===== config.mk =====
export PLATFORM = sky130hd
export DESIGN_NAME = fetch_stage_flat
export DESIGN_NICKNAME = d
export VERILOG_FILES = /design/src/rtl/fetch_stage_if.sv /design/src/rtl/fetch_stage.sv /design/src/flat_wrapper.sv
export SDC_FILE = /design/constraint.sdc
export NUM_CORES = 1
export LEC_CHECK = 0
export CAP_MARGIN = 30
export CELL_PAD_IN_SITES_DETAIL_PLACEMENT = 0
export CELL_PAD_IN_SITES_GLOBAL_PLACEMENT = 1
export CORE_MARGIN = 2
export CORE_UTILIZATION = 28
export CTS_CLUSTER_DIAMETER = 200
export CTS_CLUSTER_SIZE = 10
export DETAILED_ROUTE_END_ITERATION = 8
export PLACE_DENSITY_LB_ADDON = 0.3
export SLEW_MARGIN = 20
export SYNTH_ARGS = -nofsm -noshare
export SYNTH_HDL_FRONTEND = slang
export SYNTH_SLANG_ARGS = --single-unit

===== constraint.sdc =====
create_clock -name clk -period 2.7 [get_ports clk]
set_input_delay 0.54 -clock clk [delete_from_list [all_inputs] [get_ports clk]]
set_output_delay 0.54 -clock clk [all_outputs]
set_load 0.005 [all_outputs]

===== src/rtl/fetch_stage_if.sv =====
// Fetch-stage bus: imem handshake, hazard/branch controls and the F/D load bundle.
// master = fetch stage, slave = surrounding pipeline / memory.
interface fetch_stage_if;
  logic        stall;
  logic        branch_taken;
  logic [15:0] branch_target;
  logic        imem_req;
  logic [15:0] imem_addr;
  logic        imem_rdy;
  logic [15:0] imem_data;
  logic        fd_wen;
  logic [15:0] instr_out;
  logic [15:0] oldpc_out;
  logic [15:0] newpc_out;
  logic        halted;

  modport master (
    input  stall, branch_taken, branch_target,
    input  imem_rdy, imem_data,
    output imem_req, imem_addr,
    output fd_wen, instr_out, oldpc_out, newpc_out,
    output halted
  );

  modport slave (
    output stall, branch_taken, branch_target,
    output imem_rdy, imem_data,
    input  imem_req, imem_addr,
    input  fd_wen, instr_out, oldpc_out, newpc_out,
    input  halted
  );
endinterface


===== src/rtl/fetch_stage.sv =====
// IF stage: owns the PC, fetches over a ready handshake, skids one word
// across a stall, applies branch redirects and freezes on HLT.
module fetch_stage #(
  parameter logic [15:0] RESET_PC    = 16'h0000,
  parameter logic [3:0]  HALT_OPCODE = 4'hF,
  parameter logic [15:0] NOP_INSTR   = 16'h0000
) (
  input  logic          clk,
  input  logic          rst,
  fetch_stage_if.master bus
);

  typedef enum logic [1:0] {
    RUN,
    HOLD,
    HALT
  } state_e;

  state_e      state_q, state_d;
  logic [15:0] pc_q, pc_d;
  logic [15:0] buf_q, buf_d;
  logic [15:0] pc_inc;
  logic        data_hlt;
  logic        buf_hlt;

  assign pc_inc   = pc_q + 16'd2;
  assign data_hlt = (bus.imem_data[15:12] == HALT_OPCODE);
  assign buf_hlt  = (buf_q[15:12] == HALT_OPCODE);

  always_comb begin
    state_d       = state_q;
    pc_d          = pc_q;
    buf_d         = buf_q;
    bus.imem_req  = 1'b0;
    bus.imem_addr = pc_q;
    bus.fd_wen    = 1'b0;
    bus.instr_out = NOP_INSTR;
    bus.oldpc_out = pc_q;
    bus.newpc_out = pc_inc;
    bus.halted    = 1'b0;

    if (!rst) begin
      bus.imem_req = (state_q == RUN);
      bus.halted   = (state_q == HALT);

      if (bus.branch_taken) begin
        // Flush the wrong-path word in F/D; any fetched or buffered word is dropped.
        bus.fd_wen = 1'b1;
        pc_d       = {bus.branch_target[15:1], 1'b0};
        state_d    = RUN;
      end else begin
        unique case (state_q)
          RUN: begin
            if (bus.imem_rdy) begin
              if (bus.stall) begin
                buf_d   = bus.imem_data;
                state_d = HOLD;
              end else begin
                bus.fd_wen    = 1'b1;
                bus.instr_out = bus.imem_data;
                if (data_hlt) begin
                  state_d = HALT;
                end else begin
                  pc_d = pc_inc;
                end
              end
            end
          end
          HOLD: begin
            if (!bus.stall) begin
              bus.fd_wen    = 1'b1;
              bus.instr_out = buf_q;
              if (buf_hlt) begin
                state_d = HALT;
              end else begin
                pc_d    = pc_inc;
                state_d = RUN;
              end
            end
          end
          HALT: begin
            state_d = HALT;
          end
          default: begin
            state_d = RUN;
          end
        endcase
      end
    end
  end

  always_ff @(posedge clk or posedge rst) begin
    if (rst) begin
      state_q <= RUN;
      pc_q    <= RESET_PC;
      buf_q   <= NOP_INSTR;
    end else begin
      state_q <= state_d;
      pc_q    <= pc_d;
      buf_q   <= buf_d;
    end
  end

endmodule

===== src/flat_wrapper.sv =====
// flat-port wrapper written by rule: the top's interface ports become plain ports
module fetch_stage_flat 
#(
  parameter logic [15:0] RESET_PC    = 16'h0000,
  parameter logic [3:0]  HALT_OPCODE = 4'hF,
  parameter logic [15:0] NOP_INSTR   = 16'h0000
)
  (clk, rst, bus_stall, bus_branch_taken, bus_branch_target, bus_imem_rdy, bus_imem_data, bus_imem_req, bus_imem_addr, bus_fd_wen, bus_instr_out, bus_oldpc_out, bus_newpc_out, bus_halted);
  fetch_stage_if bus_i ();
  input  logic clk;
  input  logic rst;
  input wire logic [$bits(bus_i.stall)-1:0] bus_stall;
  input wire logic [$bits(bus_i.branch_taken)-1:0] bus_branch_taken;
  input wire logic [$bits(bus_i.branch_target)-1:0] bus_branch_target;
  input wire logic [$bits(bus_i.imem_rdy)-1:0] bus_imem_rdy;
  input wire logic [$bits(bus_i.imem_data)-1:0] bus_imem_data;
  output wire logic [$bits(bus_i.imem_req)-1:0] bus_imem_req;
  output wire logic [$bits(bus_i.imem_addr)-1:0] bus_imem_addr;
  output wire logic [$bits(bus_i.fd_wen)-1:0] bus_fd_wen;
  output wire logic [$bits(bus_i.instr_out)-1:0] bus_instr_out;
  output wire logic [$bits(bus_i.oldpc_out)-1:0] bus_oldpc_out;
  output wire logic [$bits(bus_i.newpc_out)-1:0] bus_newpc_out;
  output wire logic [$bits(bus_i.halted)-1:0] bus_halted;
  assign bus_i.stall = bus_stall;
  assign bus_i.branch_taken = bus_branch_taken;
  assign bus_i.branch_target = bus_branch_target;
  assign bus_i.imem_rdy = bus_imem_rdy;
  assign bus_i.imem_data = bus_imem_data;
  assign bus_imem_req = bus_i.imem_req;
  assign bus_imem_addr = bus_i.imem_addr;
  assign bus_fd_wen = bus_i.fd_wen;
  assign bus_instr_out = bus_i.instr_out;
  assign bus_oldpc_out = bus_i.oldpc_out;
  assign bus_newpc_out = bus_i.newpc_out;
  assign bus_halted = bus_i.halted;
  fetch_stage #(.RESET_PC(RESET_PC), .HALT_OPCODE(HALT_OPCODE), .NOP_INSTR(NOP_INSTR)) u_core (.clk(clk), .rst(rst), .bus(bus_i));
endmodule

==> impl_metrics.tcl <==
set metrics [dict create \
    p_sw_uw 810.3 \
    hold_viol_final 0 \
    period_needed_ps 2657 \
    dieArea_sq_mm 0.009491 \
    drc 0 \
    final_area_sq_mm 0.003724 \
    comb_power_share_pct 50.2 \
    power-per-cell-area_mw_per_mm2 641.9 \
    critPathLaunchType "flop" \
    cts_buffer_depth 2 \
    grt_overflow 0 \
    crit_type "flop to output port" \
    p_sw_share_pct 33.90 \
    async_reset_ff_share_pct 100.0 \
    cp-end-kind "output port" \
    maxSlewViolCount 0 \
    antenna_found_initial 0 \
    slew_headroom_pct 63.42 \
    grt_pass1_vias 2342 \
    timing.fmax_mhz 376.3 \
    ir_worst_vdd_uv 217.9 \
    multiInputGateArea_sq_mm 0.001381 \
    area_growth_pct 52.38 \
    layout.cells.non_filler 472 \
    cts.sinks 33 \
    holdWs_ps 511.1 \
    wl_per_cell_um 14.73 \
    synth_top_area_share_pct 33.79 \
    core-area_sq_mm 0.008593 \
    dpl-instance-area_sq_mm 0.003566 \
    ys_dominant_reg_cell "dfrtp_1" \
    start_util_pct 28.44 \
    synth_edf_count 0 \
    antenna_cells 0 \
    vias 2341 \
    pre_cts_ws_ps -60.15 \
    drv_cap 0 \
    fin_skew_ps 5.406 \
    place_congestion 0.8070 \
    grt_setup_unrepaired "true" \
    max_stage_delay_ps 510 \
    yosysTopAreaCell "dfrtp_1" \
    dpl.cell_count 461 \
    period_share_pct 98.42 \
    hold_class "flop to flop" \
    drt_first_pass_iters 4 \
    synthesis.instances 258 \
    htree_levels 2 \
    drive_gt1_share_pct 22.80 \
    clk_latency_ps 280 \
    wl_um 6952 \
    hold_buffers 0 \
    cts_tree "done" \
    layout.nets 402 \
    numCtsBuffers 5 \
    seqCellArea_sq_um 832.0 \
    outcome "completed" \
    cp.required_ps 2160 \
    std_cell_rows 34 \
    drt_iter0_drc 91 \
    clkPwrFrac_pct 16.1 \
    cp_data_arrival_time_ps 2120 \
    intPower_mw 1.580 \
    avgSynthCellArea_sq_um 9.471 \
    synth_seq_cells 33 \
    worstPathMaxFanout 7 \
    grt_max_degree 39 \
    path_cells "nand4_4 -> nor4_4 -> nand3_1 -> xnor2_1 -> clkdlybuf4s50_1" \
    io_pins 104 \
    fp.dieW_um 97.42 \
    synth_area_leaders "dfrtp_1, mux2_2, buf_4" \
    setup_violations 0 \
    routed_via_density 4.960 \
    port_buffers 99 \
    die_y_um 97.42 \
    worst_pin_slew_ps 547.6 \
    synthesis.area_sq_mm 0.002444 \
    slowest_stage "clkdlybuf4s50_1" \
    setup_ws_ps 42.78 \
    antenna_left 0 \
    clkTransAtPathRegs_ps 70 \
    cts-root-buf "clkbuf_8" \
    grt.total_usage_pct 14.53 \
    p_leak_nw 1.524 \
    ys_seq_area_share_pct 33.79 \
    fill_cells 868 \
    power_frac_seq_pct 33.7 \
    yosysWarningCount 0 \
    grt_pass1_wl_um 11450 \
    place_hpwl_um 5070 \
    yosysUniqueCellTypes 51 \
]
==> registers in the layout, indices dropped and copies added (netlist names) <==
signal                count
u_core.buf_q             16
u_core.bus.imem_addr     15
u_core.state_q            2
==> metrics by stage <==
stage | setup TNS (ps) | util [%] | total power, mW
after global placement | -1120 | 41.50 | 1.931
after global routing | -203.8 | 43.33 | 2.554
after detailed placement | -534.0 | 41.50 | 1.950
after floorplan | 0 | - | 1.361
final | 0 | 43.33 | 2.390
after CTS | 0 | 43.03 | 2.400
==> worst paths after layout <==
check | startpoint | endpoint | slack [ps] | depth (start not counted)
worst min-delay path | u_core.buf_q[8] | u_core.buf_q[8] | 510 | 1
worst min register to register | u_core.buf_q[8] | u_core.buf_q[8] | 510 | 1
worst max-delay path | u_core.bus.imem_addr[10] | bus_newpc_out[15] | 40 | 5
max in group asynchronous | rst | u_core.bus.imem_addr[2] | 1540 | 3
worst max register to register | u_core.state_q[1] | u_core.buf_q[11] | 770 | 5
min in group asynchronous | rst | u_core.state_q[0] | 800 | 3
==> kinds of logic (layout without fill, tap and decap cells) <==
| family | Yosys count | in the layout | share of synthesized area (%) |
|---|---|---|---|
| and+or+nand+nor | 83 | 83 | 19.97 |
| adders and majority gates | 1 | 1 | 0.5120 |
| buffers and inverters | 45 | 149 | 12.29 |
| AOI/OAI and AO/OA | 60 | 60 | 18.64 |
| muxes | 22 | 22 | 9.985 |
| other | 1 | 3 | 0.1535 |
| xor gates and xnor gates | 13 | 13 | 4.660 |
| DFF | 33 | 33 | 33.79 |
==> area by class of cell <==
| cell class | count | area share (%) |
|---|---|---|
| repair buffers | 130 | 33.30 |
| multi-input cells | 182 | 37.10 |
| clock buffers | 7 | 2.319 |
| flip-flops and latches | 33 | 22.35 |
| inverters | 12 | 1.310 |
| well taps | 108 | 3.629 |
==> layout by cell type (no fill, tap or decap), drive strengths merged, types with 2 or more instances in the layout <==
cell type,instances
clkdlybuf4s50,82
dfrtp,33
buf,31
nor2,29
mux2,19
a22oi,18
dlygate4sd2,17
nor3,14
inv,11
nand3,11
a211oi,9
xor2,9
nand2,9
nand4,7
clkbuf,7
o21ai,6
a311oi,6
nand2b,5
a21oi,5
xnor2,4
mux2i,3
conb,3
a31oi,3
nor4,3
and3,3
a221o,2
==> what timing repair did <==
action	4_1_cts	5_1_grt
gates resized for setup	28	4
pin swaps	3	2
setup endpoints to repair	23	7
setup buffers	3	1
==> worst max-delay path: cells and delay by family, from the launching register on <==
family,cells,cell delay (ps)
buffers and inverters,1,510
AND/OR/NAND/NOR,3,740
XOR/XNOR,1,150
flip-flops,1,430
==> power groups by stage <==
stage | clock network [mW] | registers (mW) | logic (mW)
floorplan | 0 | 0.786 | 0.576
global placement | 0 | 0.792 | 1.14
detailed placement | 0 | 0.800 | 1.15
CTS | 0.397 | 0.801 | 1.20
global route | 0.420 | 0.830 | 1.30
finish | 0.384 | 0.806 | 1.20
==> cells in the mapped netlist (3+ instances only) <==
| cell type | count |
|---|---|
| buf_2 | 4 |
| nor2_1 | 28 |
| nand4_1 | 6 |
| nor3_1 | 10 |
| a22oi_1 | 18 |
| xnor2_1 | 4 |
| nand2_1 | 8 |
| nand2b_1 | 5 |
| mux2_2 | 19 |
| a21oi_1 | 5 |
| inv_1 | 12 |
| a311oi_1 | 6 |
| xor2_1 | 9 |
| nor3_2 | 3 |
| buf_4 | 20 |
| dfrtp_1 | 33 |
| nand3_1 | 10 |
| mux2i_1 | 3 |
| buf_6 | 4 |
| a211oi_1 | 9 |
| o21ai_0 | 6 |
==> per-layer routing <==
metal | vias up | track usage (%) | wire (um)
met5 | - | 0 | 0
met3 | 7 | 4.460 | 534
met2 | 89 | 22.60 | 3141
met4 | 0 | 2.671 | 56
li1 | 1137 | - | -
met1 | 1108 | 20.17 | 3220
No activity file was read; power rests on OpenSTA's default activity.
==> RTL change 1, RTL diff (same flow settings) <==
The 3 states of `state_e` get a one-hot encoding in 3 bits.
--- a/src/rtl/fetch_stage.sv
+++ b/src/rtl/fetch_stage.sv
@@ -10,10 +10,10 @@
   fetch_stage_if.master bus
 );
 
-  typedef enum logic [1:0] {
-    RUN,
-    HOLD,
-    HALT
+  typedef enum logic [2:0] {
+    RUN  = 3'b001,
+    HOLD = 3'b010,
+    HALT = 3'b100
   } state_e;
 
   state_e      state_q, state_d;
Function: same outputs for any inputs over 4 cycles, from zero or initial values and one cycle with rst high; so few cycles prove little.
==> RTL change 1 against the original RTL <==
- sequential cell count increased by 1
- combinational power is 31% lower
- register-to-register slack got worse by 110 ps
- synthesized area up 0.20%
- wire length grew 3.4%
- total power is 18% lower
- maximum frequency rose by 2.2%
- synthesized cell count grew 5.4%
- cell count is 3.2% higher
- worst hold slack worse by 19 ps
- via count is 4.3% higher
- setup slack gained 57 ps
- cell area grew 2.4%
==> RTL change 1: results (changes against the original RTL) <==
Run status
  • Run status: finished clean

Setup path
  • CP max FO: 6 (-1)
  • CP max stage cell: clkdlybuf4s50_1
  • Crit-path max cell delay: 520 ps
  • Crit path DAT: 2060 ps (-60 ps)

Job
  • Max-Cap Viols: 0 (unchanged)

Timing
  • # setup viols final: 0 (unchanged)
  • Clock Skew: 8.417 ps (+3.011 ps)

Clock tree
  • Later-pin clock latency in the skew report: around 290 ps
  • CTS max path bufs: 2 (unchanged)
  • # Post-CTS Setup Buffers: 0 (-3)
  • CTS Buf Count: 5 (unchanged)
  • H-tree levels: 2 (unchanged)
  • Root buf cell: clkbuf_8
  • Reg clk slew, reported paths: roughly 80 ps

Global routing
  • Total global-route track usage: 0.1538 (+0.008456)
  • First-pass GRT wire length: 11.93 mm (+4.2%)
  • Met1 usage: 0.1914 (-0.01028)
  • Pin count of the biggest net entering global routing: 35 (-10%)
  • Met2 usage: 0.2557 (+0.02971)
  • Met3 Use GR: 0.05108 (+0.006475)
  • Initial antenna violation count: 0 (unchanged)
  • Vias in the first global route: 2410 (+2.9%)

Final layout
  • Nets: 416 (+3.5%)
  • Post-layout instance count excluding filler cells: 487 (+3.2%)
  • Diode count: 0 (unchanged)
  • Number of flip-flops in the largest register: 16 (unchanged)
  • Fill count: 848 (-2.3%)
  • Share of cells above drive strength 1: 0.1794 (-0.04860)
  • Most flop-heavy register: u_core.buf_q

Synth
  • Top_reg_cell synth: dfrtp_1
  • Synth Warn #: 0 (unchanged)
  • Register area share after synthesis: 0.3480 (+0.01004)
  • Post-synth top cells: 34 x nor2_1, 33 x dfrtp_1, 21 x buf_4
  • Post-Syn Instances: 272 (+5.4%)
  • Ys async rst share: 1.000 (unchanged)
  • Synth top area cells: dfrtp_1 34%, buf_4 6.4%, mux2_1 6.0%
  • Library cells used by synthesis: 56 (+9.8%)

Place
  • Placed Cells: 479 (+3.9%)
  • Post-detail-place hpwl: 5.362 mm (+5.8%)
  • Routability congestion estimate: 0.8613 (+6.7%)
  • # port buffers: 99 (unchanged)

Power and ir drop
  • Sw frac: 0.3159 (-0.02318)
  • Pleak: 1.799 nW (+18%)
  • Peak supply drop: 0.2572 mV (+18%)

Detailed routing
  • Initial drt markers: 78 (-14%)
  • Final routed DRC violation total: 0 (unchanged)
  • TritonRoute pass-1 iters: 4 (unchanged)
  • Vias per cell: 5.012 (+1.1%)
  • WL/cell: 14.76 µm (+0.21%)

Hold path
  • Min-Delay Path Class: reg -> reg
## RTL change 1: metrics by stage
| step | setup slack, ps | hold slack [ps] | cell area, µm² |
|---|---|---|---|
| after floorplan | 499.7 | 459.0 | 2456 |
| after global placement | -8.367 | 469.0 | 3638 |
| after detailed placement | -25.61 | 478.2 | 3638 |
| after CTS | -3.491 | 497.7 | 3756 |
| after global routing | 4.099 | 513.8 | 3812 |
| final | 99.46 | 492.0 | 3812 |
## RTL change 1: power by group through the flow
stage	clock (W)	combinational [W]	sequential (W)
finish	0.000406	0.000825	0.000718
global route	0.000443	0.000899	0.000734
CTS	0.000421	0.000837	0.000715
detailed placement	0	0.000830	0.000721
global placement	0	0.000819	0.000717
floorplan	0	0.000384	0.000733
## RTL change 1: per-layer routing
metal  share of wire  wire [µm]  vias to the layer above
met2            0.49       3532                       87
met1            0.42       3037                     1165
li1                -          -                     1185
met3           0.080        574                        4
met4          0.0061         44                        0
met5               0          0                        -
## RTL change 1: worst paths after layout
path	start	to	slack (ps)	cells after the start
worst min register to register	u_core.buf_q[0]	u_core.buf_q[0]	490	1
min in group asynchronous	rst	u_core.bus.imem_addr[13]	920	4
worst min-delay path	u_core.buf_q[0]	u_core.buf_q[0]	490	1
max in group asynchronous	rst	u_core.state_q[0]	1430	4
worst max-delay path	u_core.bus.imem_addr[3]	bus_newpc_out[14]	100	6
worst max register to register	u_core.state_q[0]	u_core.bus.imem_addr[4]	660	7
## RTL change 1: repair_timing
item | in CTS | in global routing
setup endpoints to repair | 19 | 20
pin swaps | 3 | 1
gates resized for setup | 9 | 22
## RTL change 1: cells by family (layout without fill, tap and decap cells)
| kind of cell | after synthesis | after routing | share of synthesized area |
|---|---|---|---|
| XOR/XNOR | 13 | 13 | 0.04650 |
| flip-flops | 34 | 34 | 0.3480 |
| multiplexers | 18 | 18 | 0.08176 |
| other | 1 | 3 | 0.001531 |
| buffers and inverters | 40 | 145 | 0.1027 |
| AO/OA/AOI/OAI | 61 | 61 | 0.1763 |
| AND/OR/NAND/NOR | 104 | 104 | 0.2381 |
| adder cells (fa/ha/maj) | 1 | 1 | 0.005109 |
## RTL change 1: cell type report
cell class | count | area [µm²] | share of cell area
Clock buffer | 6 | 82.58 | 0.02166
Clock inverter | 2 | 12.51 | 0.003282
Inverter | 4 | 15.01 | 0.003938
Multi-Input combinational cell | 200 | 1391 | 0.3649
Sequential cell | 34 | 852.1 | 0.2235
Tap cell | 108 | 135.1 | 0.03544
Timing Repair Buffer | 133 | 1324 | 0.3472
## RTL change 1: worst max-delay path: cells and delay by family (launching register included)
kind	cells	cell delay, ps
xor+xnor	1	160
flops	1	410
simple gates	3	520
buf+inv	2	690
==> RTL change 2, RTL diff (config.mk and constraints unchanged) <==
Made on the original files. Reset style: synchronous (`rst`), changed in one clocked block.
--- a/src/rtl/fetch_stage.sv
+++ b/src/rtl/fetch_stage.sv
@@ -89,7 +89,7 @@
     end
   end
 
-  always_ff @(posedge clk or posedge rst) begin
+  always_ff @(posedge clk) begin
     if (rst) begin
       state_q <= RUN;
       pc_q    <= RESET_PC;
Formal check against the unedited RTL: differs if rst is asserted again (counterexample within 4 cycles, from zero or initial values and one cycle with rst high); with rst held inactive, the same outputs for 4 cycles.
==> RTL change 2 against the original RTL <==
- cell area down 9.2%
- wire length down 4.9%
- count of clock-buffer cells in the layout unchanged
- non-clock buffer count down 12
- cell count down 4.0%
- critical path depth unchanged
- synthesized area down 13%
- die area down 12%
- critical endpoint is now bus_fd_wen
- register-to-register slack better by 30 ps
- sequential cell count unchanged
- largest cell class unchanged
- setup slack better by 68 ps
- maximum frequency up 2.6%
Power is not compared: it rests on default switching activity, and its combinational part moved more than twofold at a synthesized area within 25%.
==> RTL change 2: results (changes against the original RTL) <==
Run status
  • Run status: finished clean

Synth
  • Library cells used by synthesis: 39 (-24%)
  • Adder-cell area share of the yosys netlist: 0.005855 (+0.0007345)
  • Compound-Gate Fraction of Synth Area: 0.2078 (+0.02147)
  • XOR/XNOR share of the synthesized area: 0.05328 (+0.006684)
  • Register area share after synthesis: 0.3091 (-0.02881)
  • Synth top area cells: dfxtp_1 31%, nor2_1 9.1%, mux2i_1 7.5%
  • Post-Syn Instances: 265 (+2.7%)

Detailed routing
  • WL met3: 318 µm (-40%)
  • Met1 WL: 2.965 mm (-7.9%)
  • Initial drt markers: 82 (-9.9%)
  • DR WL met2: 3.216 mm (+2.4%)
  • WL/cell: 14.60 µm (-0.87%)
  • Vias: 2270 (-3.0%)

Setup path
  • Worst setup path endpoint: bus_fd_wen
  • R2R Path End: u_core.bus.imem_addr[11]
  • CP max FO: 13 (+6)
  • Reg2Reg Launch Point: u_core.bus.imem_addr[1]
  • FF-to-FF setup slack: 800 ps (+30 ps)
  • Crit path DAT: 2050 ps (-70 ps)
  • CP startpoint: bus_branch_taken

Place
  • Placed Instance Area: 3198 µm² (-10%)
  • Post-detail-place hpwl: 4.592 mm (-9.4%)
  • Routability congestion estimate: 0.7673 (-4.9%)
  • Setup WS pre-CTS: -54.24 ps (+5.913 ps)
  • Placed Cells: 444 (-3.7%)

Clock tree
  • # Post-CTS Setup Buffers: 0 (-3)

Global routing
  • Met1 usage: 0.2042 (+0.002536)
  • Total global-route track usage: 0.1595 (+0.01415)
  • Met2 usage: 0.2691 (+0.04314)
  • Pin count of the biggest net entering global routing: 29 (-26%)

Hold path
  • Hold path depth: 2 (+1)
  • Min-delay src: u_core.buf_q[8]
  • Hold endpoint: u_core.buf_q[8]

Final layout
  • Nets: 392 (-2.5%)
  • Fill count: 724 (-17%)
  • Post-layout instance count excluding filler cells: 453 (-4.0%)

Timing
  • Period utilisation layout: 0.9589 (-0.02524)
  • Worst rel slew slack: 0.6541 (+0.01990)
  • Hold slack: 499.7 ps (-11.39 ps)
  • Clock Skew: 8.092 ps (+2.686 ps)
-- RTL change 2: where the power goes --
group	internal [W]	leakage [nW]	switching, W
Clock	0.000202	0.0443	0.000178
Combinational	0.000203	1.20	0.000136
Sequential	0.000512	0.272	0.0000302
Total	0.000918	1.52	0.000344
-- RTL change 2: worst max-delay path, stage by stage --
cell,delay [ps]
clkdlybuf4s50_1,500
buf_4,200
inv_2,50
a21oi_1,210
clkdlybuf4s50_1,550
-- RTL change 2: what timing repair did --
item,4_1_cts,5_1_grt
cloned,1,0
hold buffers,0,0
gates resized for setup,14,17
pin swaps,2,1
endpoints found under the setup margin,19,17
-- RTL change 2: cell type report --
type	instances	area (µm²)	area share
sequential	33	665.6	0.1970
clock buffer	7	86.33	0.02555
tap	99	123.9	0.03665
inverter	7	26.28	0.007775
timing repair buffer	118	1201	0.3554
multi-input combinational	189	1276	0.3776
